===== src/rtl/fetch_pkg.sv =====
// Shared encodings for the fetch-stage next-PC unit: pc_sel source codes
// and the controller's FSM states.
package fetch_pkg;

  localparam logic [2:0] SEL_PRED   = 3'd0;
  localparam logic [2:0] SEL_JUMP   = 3'd2;
  localparam logic [2:0] SEL_RECOV  = 3'd3;
  localparam logic [2:0] SEL_BHNDLR = 3'd4;
  localparam logic [2:0] SEL_SEQ    = 3'd5;
  localparam logic [2:0] SEL_HOLD   = 3'd6;
  localparam logic [2:0] SEL_RST    = 3'd7;

  typedef enum logic [1:0] {
    ST_INIT = 2'd0,
    ST_RUN  = 2'd1,
    ST_PEND = 2'd2
  } fetch_state_e;

endpackage


===== src/rtl/lane_prio_enc.sv =====
// Lowest-set-bit priority encoder over a fetch group's lane vector.
// mask_o has lanes 0..idx_o set (all zero when no request is set).
module lane_prio_enc #(
  parameter int unsigned W     = 4,
  parameter int unsigned IDX_W = (W > 1) ? $clog2(W) : 1
) (
  input  logic [W-1:0]     req_i,
  output logic [IDX_W-1:0] idx_o,
  output logic             any_o,
  output logic [W-1:0]     mask_o
);

  logic below;

  // Scan upward: first set lane gives the index; prefix mask ends there.
  always_comb begin
    idx_o  = '0;
    any_o  = 1'b0;
    mask_o = '0;
    below  = 1'b0;
    for (int unsigned i = 0; i < W; i++) begin
      mask_o[i] = ~below;
      if (!below && req_i[i]) begin
        idx_o = IDX_W'(i);
      end
      below = below | req_i[i];
    end
    any_o = below;
    if (!any_o) begin
      mask_o = '0;
    end
  end

endmodule


===== src/rtl/fetch_pc_ctrl.sv =====
// Registered next-PC unit for the fetch stage. Priority: recovery, stall,
// jump, predicted-taken lane, branch-handler, sequential. A jump/bhndlr
// redirect arriving during a stall is buffered and applied on stall release.
// Optional build macro PC_STATS_EN adds saturating mispred_cnt/stall_cnt.
module fetch_pc_ctrl
  import fetch_pkg::*;
#(
  parameter int unsigned   PC_W     = 16,
  parameter int unsigned   FETCH_W  = 4,
  parameter logic [PC_W-1:0] RESET_PC = '0
) (
  input  logic                    clk,
  input  logic                    rst_n,
  input  logic                    stall_fetch,
  input  logic                    stall_for_jump,
  input  logic                    has_mispredict,
  input  logic [PC_W-1:0]         recovery_pc,
  input  logic                    jump_valid,
  input  logic [PC_W-1:0]         jump_pc,
  input  logic [FETCH_W-1:0]      pred_tkn,
  input  logic [FETCH_W*PC_W-1:0] pred_tgt,
  input  logic                    bhndlr_valid,
  input  logic [PC_W-1:0]         bhndlr_pc,
  output logic [PC_W-1:0]         pc,
  output logic [2:0]              pc_sel,
  output logic [FETCH_W-1:0]      lane_vld,
  output logic                    redir_pend
`ifdef PC_STATS_EN
  ,
  output logic [15:0]             mispred_cnt,
  output logic [15:0]             stall_cnt
`endif
);

  localparam int unsigned IDX_W = (FETCH_W > 1) ? $clog2(FETCH_W) : 1;

  fetch_state_e      state_q, state_d;
  logic [PC_W-1:0]   pc_q, pc_d;
  logic [2:0]        sel_q, sel_d;
  logic [FETCH_W-1:0] lane_q, lane_d;
  logic [PC_W-1:0]   pend_pc_q, pend_pc_d;
  logic [2:0]        pend_sel_q, pend_sel_d;

  logic              stall;
  logic [IDX_W-1:0]  enc_idx;
  logic              enc_any;
  logic [FETCH_W-1:0] enc_mask;
  logic [PC_W-1:0]   tgt_arr [FETCH_W];

  assign stall = stall_fetch | stall_for_jump;

  for (genvar g = 0; g < FETCH_W; g++) begin : g_tgt
    assign tgt_arr[g] = pred_tgt[g*PC_W +: PC_W];
  end

  lane_prio_enc #(
    .W     (FETCH_W),
    .IDX_W (IDX_W)
  ) u_prio (
    .req_i  (pred_tkn),
    .idx_o  (enc_idx),
    .any_o  (enc_any),
    .mask_o (enc_mask)
  );

  // State, PC, source code, lane mask and pending-redirect registers.
  always_ff @(posedge clk or negedge rst_n) begin
    if (!rst_n) begin
      state_q    <= ST_INIT;
      pc_q       <= RESET_PC;
      sel_q      <= SEL_RST;
      lane_q     <= '0;
      pend_pc_q  <= '0;
      pend_sel_q <= SEL_JUMP;
    end else begin
      state_q    <= state_d;
      pc_q       <= pc_d;
      sel_q      <= sel_d;
      lane_q     <= lane_d;
      pend_pc_q  <= pend_pc_d;
      pend_sel_q <= pend_sel_d;
    end
  end

  // Next state and redirect buffering; oldest buffered request wins.
  always_comb begin
    state_d    = state_q;
    pend_pc_d  = pend_pc_q;
    pend_sel_d = pend_sel_q;
    if (has_mispredict) begin
      state_d   = ST_RUN;
      pend_pc_d = '0;
    end else begin
      unique case (state_q)
        ST_INIT: state_d = ST_RUN;
        ST_RUN: begin
          if (stall && (jump_valid || bhndlr_valid)) begin
            state_d    = ST_PEND;
            pend_pc_d  = jump_valid ? jump_pc : bhndlr_pc;
            pend_sel_d = jump_valid ? SEL_JUMP : SEL_BHNDLR;
          end
        end
        ST_PEND: begin
          if (!stall) begin
            state_d = ST_RUN;
          end
        end
        default: state_d = ST_INIT;
      endcase
    end
  end

  // Next PC, its source code and the lane-valid mask of the new group.
  always_comb begin
    pc_d   = pc_q;
    sel_d  = sel_q;
    lane_d = lane_q;
    if (has_mispredict) begin
      pc_d   = recovery_pc;
      sel_d  = SEL_RECOV;
      lane_d = '1;
    end else begin
      unique case (state_q)
        ST_INIT: ;
        ST_RUN: begin
          if (stall) begin
            sel_d = SEL_HOLD;
          end else if (jump_valid) begin
            pc_d   = jump_pc;
            sel_d  = SEL_JUMP;
            lane_d = '1;
          end else if (enc_any) begin
            pc_d   = tgt_arr[enc_idx];
            sel_d  = SEL_PRED;
            lane_d = enc_mask;
          end else if (bhndlr_valid) begin
            pc_d   = bhndlr_pc;
            sel_d  = SEL_BHNDLR;
            lane_d = '1;
          end else begin
            pc_d   = pc_q + PC_W'(FETCH_W);
            sel_d  = SEL_SEQ;
            lane_d = '1;
          end
        end
        ST_PEND: begin
          if (stall) begin
            sel_d = SEL_HOLD;
          end else begin
            pc_d   = pend_pc_q;
            sel_d  = pend_sel_q;
            lane_d = '1;
          end
        end
        default: ;
      endcase
    end
  end

  // Registered outputs.
  always_comb begin
    pc         = pc_q;
    pc_sel     = sel_q;
    lane_vld   = lane_q;
    redir_pend = (state_q == ST_PEND);
  end

`ifdef PC_STATS_EN
  logic [15:0] mis_cnt_q, stl_cnt_q;

  // Saturating event counters for mispredict cycles and hold cycles.
  always_ff @(posedge clk or negedge rst_n) begin
    if (!rst_n) begin
      mis_cnt_q <= '0;
      stl_cnt_q <= '0;
    end else begin
      if (has_mispredict && (mis_cnt_q != '1)) mis_cnt_q <= mis_cnt_q + 16'd1;
      if ((sel_d == SEL_HOLD) && (stl_cnt_q != '1)) stl_cnt_q <= stl_cnt_q + 16'd1;
    end
  end

  assign mispred_cnt = mis_cnt_q;
  assign stall_cnt   = stl_cnt_q;
`endif

endmodule


===== config.mk =====
export PLATFORM = sky130hd
export DESIGN_NAME = fetch_pc_ctrl
export DESIGN_NICKNAME = d
export VERILOG_FILES = /design/src/rtl/fetch_pkg.sv /design/src/rtl/lane_prio_enc.sv /design/src/rtl/fetch_pc_ctrl.sv
export SDC_FILE = /design/constraint.sdc
export NUM_CORES = 1
export LEC_CHECK = 0
export ABC_CLOCK_PERIOD_IN_PS = 4300
export BUFFER_PORTS_ARGS = -buffer_cell sky130_fd_sc_hd__clkbuf_2
export CAP_MARGIN = 20
export CORE_MARGIN = 3
export CORE_UTILIZATION = 52
export CTS_CLUSTER_SIZE = 12
export DETAILED_ROUTE_END_ITERATION = 12
export MAX_ROUTING_LAYER = met4
export PLACE_DENSITY_LB_ADDON = 0.05
export REMOVE_ABC_BUFFERS = 1
export SETUP_SLACK_MARGIN = 0.5
export SLEW_MARGIN = 25
export SYNTH_ARGS = -nofsm -noshare
export SYNTH_HDL_FRONTEND = slang
export SYNTH_HIERARCHICAL = 1
export SYNTH_SLANG_ARGS = --single-unit
export TNS_END_PERCENT = 30

===== constraint.sdc =====
create_clock -name clk -period 4.3 [get_ports clk]
set_clock_uncertainty 0.2 [all_clocks]
set_input_delay 0.86 -clock clk [delete_from_list [all_inputs] [get_ports clk]]
set_output_delay 0.86 -clock clk [all_outputs]
set_load 0.01 [all_outputs]

==> results.sh, run 1 <==
export IMPL_hold_viol_final=0
export IMPL_end_kind="flip-flop"
export IMPL_synth_ff_type="dfrtp_1"
export IMPL_layout_commonest_cell="clkbuf_2"
export IMPL_die_w_um=86.4
export IMPL_netlist_instances=394
export IMPL_ios=147
export IMPL_relSlewSlack=0.558
export IMPL_ys_ff_latch=43
export IMPL_viasPerCell=6.17
export IMPL_fmax_ghz=0.340
export IMPL_crit_buf_inv=1
export IMPL_r2r_start="state_q[1]"
export IMPL_holdWs_ps=238
export IMPL_cp_depth=7
export IMPL_synth_fa_ha_area_frac=0.00373
export IMPL_grt_pass1_wl_um=17500
export IMPL_grt_overflow_total=0
export IMPL_max_vdd_ir_drop_uv=156
export IMPL_clkSinkCount=43
export IMPL_m1WireLength_um=4430
export IMPL_fill_cells=537
export IMPL_wl_um=11000
export IMPL_fin_area_mm2=0.00422
export IMPL_synthesis_area_mm2=0.00336
export IMPL_powerDensity_mw_per_mm2=291
export IMPL_multiInputGateArea_mm2=0.00209
export IMPL_ant_nets=0
export IMPL_synth_cell_types=60
export IMPL_synth_edf_count=0
export IMPL_timing_rr_end="pend_pc_q[8]"
export IMPL_wl_met3_um=929
export IMPL_final_seq_area_mm2=0.00108
export IMPL_syn_mean_instance_area_um2=8.52
export IMPL_clk_path_buf_depth=2
export IMPL_fin_cells=605
export IMPL_dp_cells=597
export IMPL_crit_arrival_ps=2930
export IMPL_core_mm2=0.00610
export IMPL_die_area_mm2=0.00746
export IMPL_grt_max_degree=36
export IMPL_place_area_mm2=0.00411
export IMPL_cp_slowest_stage_delay_ps=600
export IMPL_path_delay_family="compound AO/OA/AOI/OAI gates"
export IMPL_async_reset_ff_frac=1.00
export IMPL_drv_slew=0
export IMPL_path_cells="clkbuf_2 -> nand2b_1 -> a21oi_1 -> mux4_2 -> a211oi_2 -> o221ai_1 -> mux2_2"
export IMPL_drt_iter0_markers=244
export IMPL_first_pass_iters=5
export IMPL_root_buffer="clkbuf_8"
export IMPL_wire_per_inst_um=18.2
export IMPL_synthSimpleGateAreaFrac=0.184
export IMPL_gp_congestion=0.868
export IMPL_n_antenna_cell=0
export IMPL_synthXorXnorAreaFrac=0.0261
export IMPL_rsz0062_at_grt="no"
export IMPL_seq_area_frac_synth=0.322
export IMPL_syn_to_final_growth_pct=25.7
export IMPL_status="completed"
export IMPL_antenna_found_initial=0
export IMPL_htree_levels=2
export IMPL_post_cts_resized=0
export IMPL_synth_top_family_by_area="compound AO/OA/AOI/OAI gates"
export IMPL_reg2reg_slack_ps=1870
export IMPL_setup_ws_ps=1360
export IMPL_clkTransAtPathRegs_ps=90
export IMPL_worstSetupStartpointType="input port"
export IMPL_clk_insertion_delay_late_ps=300
export IMPL_drc=0
export IMPL_slowest_stage="mux4_2"
export IMPL_grt_pass1_vias=3590
export IMPL_drive_above_1_share=0.355
export IMPL_min_period_ps=2940
export IMPL_required_ps=4290
export IMPL_top_layer="met4"
export IMPL_setup_viol=0
export IMPL_initial_core_util=0.551
export IMPL_cts_tree="yes"
export IMPL_hp_class="input port to async pin"
export IMPL_post_place_ws_ps=1030
export IMPL_p_leak_nw=1.96
export IMPL_die_h_um=86.4
export IMPL_nets=653
export IMPL_critPathMaxFanout=5
export IMPL_fin_util=0.692
export IMPL_place_hpwl_um=8280
export IMPL_numPortBuffers=146
export IMPL_crit_start="pred_tkn[2]"
export IMPL_cap_violations=0
export IMPL_synth_compound_area_frac=0.249
export IMPL_setup_tns_ps=0
export IMPL_synthMuxAreaShare=0.158
export IMPL_ctsHoldBuffers=0
export IMPL_yosysWarnings=6
export IMPL_dr_total_vias=3735
export IMPL_worstMarginPinSlew_ps=663
export IMPL_timing_final_crit_share=0.684
export IMPL_mostFrequentLayoutCells="clkbuf_2 (146), nor2_1 (48), dfrtp_1 (39)"
export IMPL_fin_total_pwr_mw=1.23
export IMPL_met2_length_um=5400
export IMPL_grtUsageTotal=0.306
export IMPL_cts_buffers=5
export IMPL_crit_type="input port to flip-flop"
export IMPL_worstRegToRegCells=6
export IMPL_crit_path_end="pc[1]"
export IMPL_post_cts_buffers=0
export IMPL_rows=28
## worst min-delay path by stage
stage / start / endpoint / slack, ps
detailed placement: pend_sel_q[2] / pend_sel_q[2] / 310
global placement: pend_sel_q[2] / pend_sel_q[2] / 300
global route: rst_n / pend_pc_q[8] / 240
floorplan: pend_sel_q[2] / pc_sel[2] / 280
finish: rst_n / pend_pc_q[8] / 240
CTS: rst_n / pend_pc_q[8] / 240
## final cells by class
type / instances / share of cell area
Clock inverter: 3 / 0.0104
Tap cell: 75 / 0.0222
Multi-Input combinational cell: 314 / 0.495
Sequential cell: 43 / 0.256
Inverter: 8 / 0.00712
Clock buffer: 5 / 0.0163
Timing Repair Buffer: 157 / 0.193
## cells by family after synthesis
kind of cell               count (synthesis)
buffers and inverters                     37
and+or+nand+nor                          135
muxes                                     46
DFF                                       43
adders and majority gates                  1
xor gates and xnor gates                  10
AOI/OAI and AO/OA                        122
## registers in the layout, indices dropped and copies added, names as in the netlist
signal and flops:
pend_sel_q 2, state_q 2, pc 16, lane_vld 4, pc_sel 3, pend_pc_q 16
## cell usage after synthesis, drive strengths merged (2+ instances only)
cell type	n	share of area
a22oi	5	0.011
a21o	2	0.0045
nor3	13	0.021
xor2	7	0.018
mux2i	38	0.11
o31ai	4	0.0089
a311oi	4	0.010
nand2b	6	0.011
mux4	5	0.035
clkbuf	7	0.0082
dfrtp	39	0.29
a31oi	3	0.0056
nor2	50	0.057
o21a	2	0.0045
o2111a	4	0.013
and3	6	0.011
o221ai	3	0.0078
a21oi	20	0.030
nand2	34	0.038
o21ai	28	0.043
o211ai	2	0.0045
nand3	13	0.019
a211oi	21	0.048
or2	2	0.0037
a22o	2	0.0052
dfstp	4	0.031
o2111ai	3	0.0078
nand4	4	0.0075
mux2	3	0.010
buf	22	0.040
xnor2	3	0.0078
o22ai	10	0.019
nor4	4	0.0075
inv	7	0.0078
## worst reg2reg max path, cell delays in order (launching register included)
cell and delay (ps):
dfrtp_1 510, and2b_2 370, o21ai_1 140, nor2_2 530, buf_4 290, nor2_1 50
a211oi_1 240
## power breakdown
group / switching [mW] / total [mW] / internal [mW]
clock: 0.152 / 0.325 / 0.173
sequential: 0.0543 / 0.514 / 0.460
combinational: 0.213 / 0.390 / 0.177
## routing by layer
layer | vias to the layer above | track usage
li1 | 1749 | -
met1 | 1744 | 0.387
met2 | 212 | 0.499
met3 | 30 | 0.0513
met4 | 0 | 0.103
met5 | - | -
Power figures use the tool's default switching activity.
==> run 2, diff against run 1 <==
--- a/config.mk
+++ b/config.mk
@@ -5,11 +5,11 @@
 export SDC_FILE = /design/constraint.sdc
 export NUM_CORES = 1
 export LEC_CHECK = 0
-export ABC_CLOCK_PERIOD_IN_PS = 4300
+export ABC_CLOCK_PERIOD_IN_PS = 2650
 export BUFFER_PORTS_ARGS = -buffer_cell sky130_fd_sc_hd__clkbuf_2
 export CAP_MARGIN = 20
 export CORE_MARGIN = 3
-export CORE_UTILIZATION = 52
+export CORE_UTILIZATION = 44
 export CTS_CLUSTER_SIZE = 12
 export DETAILED_ROUTE_END_ITERATION = 12
 export MAX_ROUTING_LAYER = met4
==> constraint.sdc (replaced) <==
create_clock -name clk -period 2.65 [get_ports clk]
set_clock_uncertainty 0.2 [all_clocks]
set_input_delay 0.53 -clock clk [delete_from_list [all_inputs] [get_ports clk]]
set_output_delay 0.53 -clock clk [all_outputs]
set_load 0.01 [all_outputs]
==> results.sh, run 2 (synthesis results as in run 1) <==
export IMPL_wire_per_inst_um=17.8
export IMPL_rows=31
export IMPL_fin_total_pwr_mw=1.98
export IMPL_place_hpwl_um=8750
export IMPL_relSlewSlack=0.544
export IMPL_post_place_ws_ps=84.5
export IMPL_worstSetupStartpointType="input port"
export IMPL_ant_nets=0
export IMPL_wl_um=11500
export IMPL_drv_slew=0
export IMPL_fin_util=0.601
export IMPL_clk_insertion_delay_late_ps=300
export IMPL_grt_overflow_total=0
export IMPL_crit_type="input port to flip-flop"
export IMPL_clkSinkCount=43
export IMPL_numPortBuffers=146
export IMPL_powerDensity_mw_per_mm2=449
export IMPL_setup_ws_ps=490
export IMPL_grt_pass1_vias=3624
export IMPL_required_ps=2640
export IMPL_rsz0062_at_grt="yes"
export IMPL_viasPerCell=5.73
export IMPL_mostFrequentLayoutCells="clkbuf_2 (145), nor2_1 (48), mux2i_1 (38), dfrtp_1 (38), nand2_1 (34)"
export IMPL_slowest_stage="mux4_1"
export IMPL_fin_cells=643
export IMPL_hold_viol_final=0
export IMPL_clk_path_buf_depth=2
export IMPL_hp_class="input port to async pin"
export IMPL_dp_cells=633
export IMPL_grt_max_degree=37
export IMPL_root_buffer="clkbuf_8"
export IMPL_die_w_um=93.4
export IMPL_setup_viol=0
export IMPL_first_pass_iters=4
export IMPL_path_delay_family="compound AO/OA/AOI/OAI gates"
export IMPL_layout_commonest_cell="clkbuf_2"
export IMPL_worstMarginPinSlew_ps=684
export IMPL_cap_violations=0
export IMPL_grt_pass1_wl_um=18000
export IMPL_crit_arrival_ps=2150
export IMPL_core_mm2=0.00733
export IMPL_die_h_um=93.4
export IMPL_htree_levels=2
export IMPL_drc=0
export IMPL_initial_core_util=0.458
export IMPL_ios=147
export IMPL_gp_congestion=0.903
export IMPL_grtUsageTotal=0.271
export IMPL_min_period_ps=2160
export IMPL_drt_iter0_markers=207
export IMPL_nets=667
export IMPL_end_kind="flip-flop"
export IMPL_cts_tree="yes"
export IMPL_die_area_mm2=0.00872
export IMPL_cp_depth=9
export IMPL_timing_final_crit_share=0.815
export IMPL_critPathMaxFanout=4
export IMPL_crit_buf_inv=3
export IMPL_dr_total_vias=3682
export IMPL_status="completed"
export IMPL_holdWs_ps=51.7
export IMPL_fmax_ghz=0.463
export IMPL_drive_above_1_share=0.379
export IMPL_path_cells="clkbuf_2 -> nand2b_4 -> a21oi_2 -> buf_6 -> buf_4 -> mux4_1 -> a21oi_1 -> o2111ai_1 -> a22o_1"
export IMPL_cp_slowest_stage_delay_ps=540
export IMPL_worstRegToRegCells=6
export IMPL_n_antenna_cell=0
export IMPL_syn_to_final_growth_pct=31.1
export IMPL_antenna_found_initial=0
export IMPL_p_leak_nw=2.04
export IMPL_cts_buffers=5
export IMPL_max_vdd_ir_drop_uv=172
export IMPL_clkTransAtPathRegs_ps=90
run 2: changes by cell type in the layout (fill, tap and decap cells not counted), sizes merged:
cell	before	now
bufinv	1	0
clkbuf	151	152
clkinvlp	0	1
buf	11	26
clkinv	3	1
run 2: metrics by stage:
stage	instance area [um^2]	TNS, ps
after floorplan	3200	-24930
after global placement	4250	0
after detailed placement	4250	0
after CTS	4370	0
after global routing	4400	0
final	4400	0
run 2: repair_timing:
item / CTS / global route
hold buffers: 0 / 0
buffers inserted: 2 / 0
setup endpoints to repair: 2 / 18
resized for setup: 1 / 9
pin swaps: 1 / 3
endpoints found under the hold margin: 0 / 0
run 2: path summary, 6_finish.rpt:
check | startpoint | end | slack [ps]
worst min register to register | pc[0] | pc[0] | 330
max in group asynchronous | rst_n | pc[11] | 1540
worst max-delay path | pred_tkn[2] | pc[3] | 490
worst min-delay path | rst_n | pc[4] | 50
worst max register to register | state_q[0] | pc[11] | 660
min in group clk | recovery_pc[6] | pc[6] | 270
run 2: layout make-up:
type | count | area, um^2
clock buffers | 7 | 96.3
clock inverters | 1 | 7.51
fillers | 683 | 2930
inverters | 8 | 32.5
multi-input cells | 314 | 2110
flip-flops and latches | 43 | 1080
well taps | 99 | 124
repair buffers | 171 | 955
run 2: metal layers:
layer / vias to the layer above / wire length (um) / global-route usage
met5: - / 0 / -
met1: 1717 / 4850 / 0.352
met4: 0 / 161 / 0.0806
met2: 164 / 5600 / 0.437
met3: 19 / 857 / 0.0426
li1: 1782 / - / -
run 2: report_power, final:
group | internal (mW) | switching (mW)
Clock | 0.237 | 0.240
Sequential | 0.746 | 0.0888
Combinational | 0.311 | 0.352
Total | 1.29 | 0.681
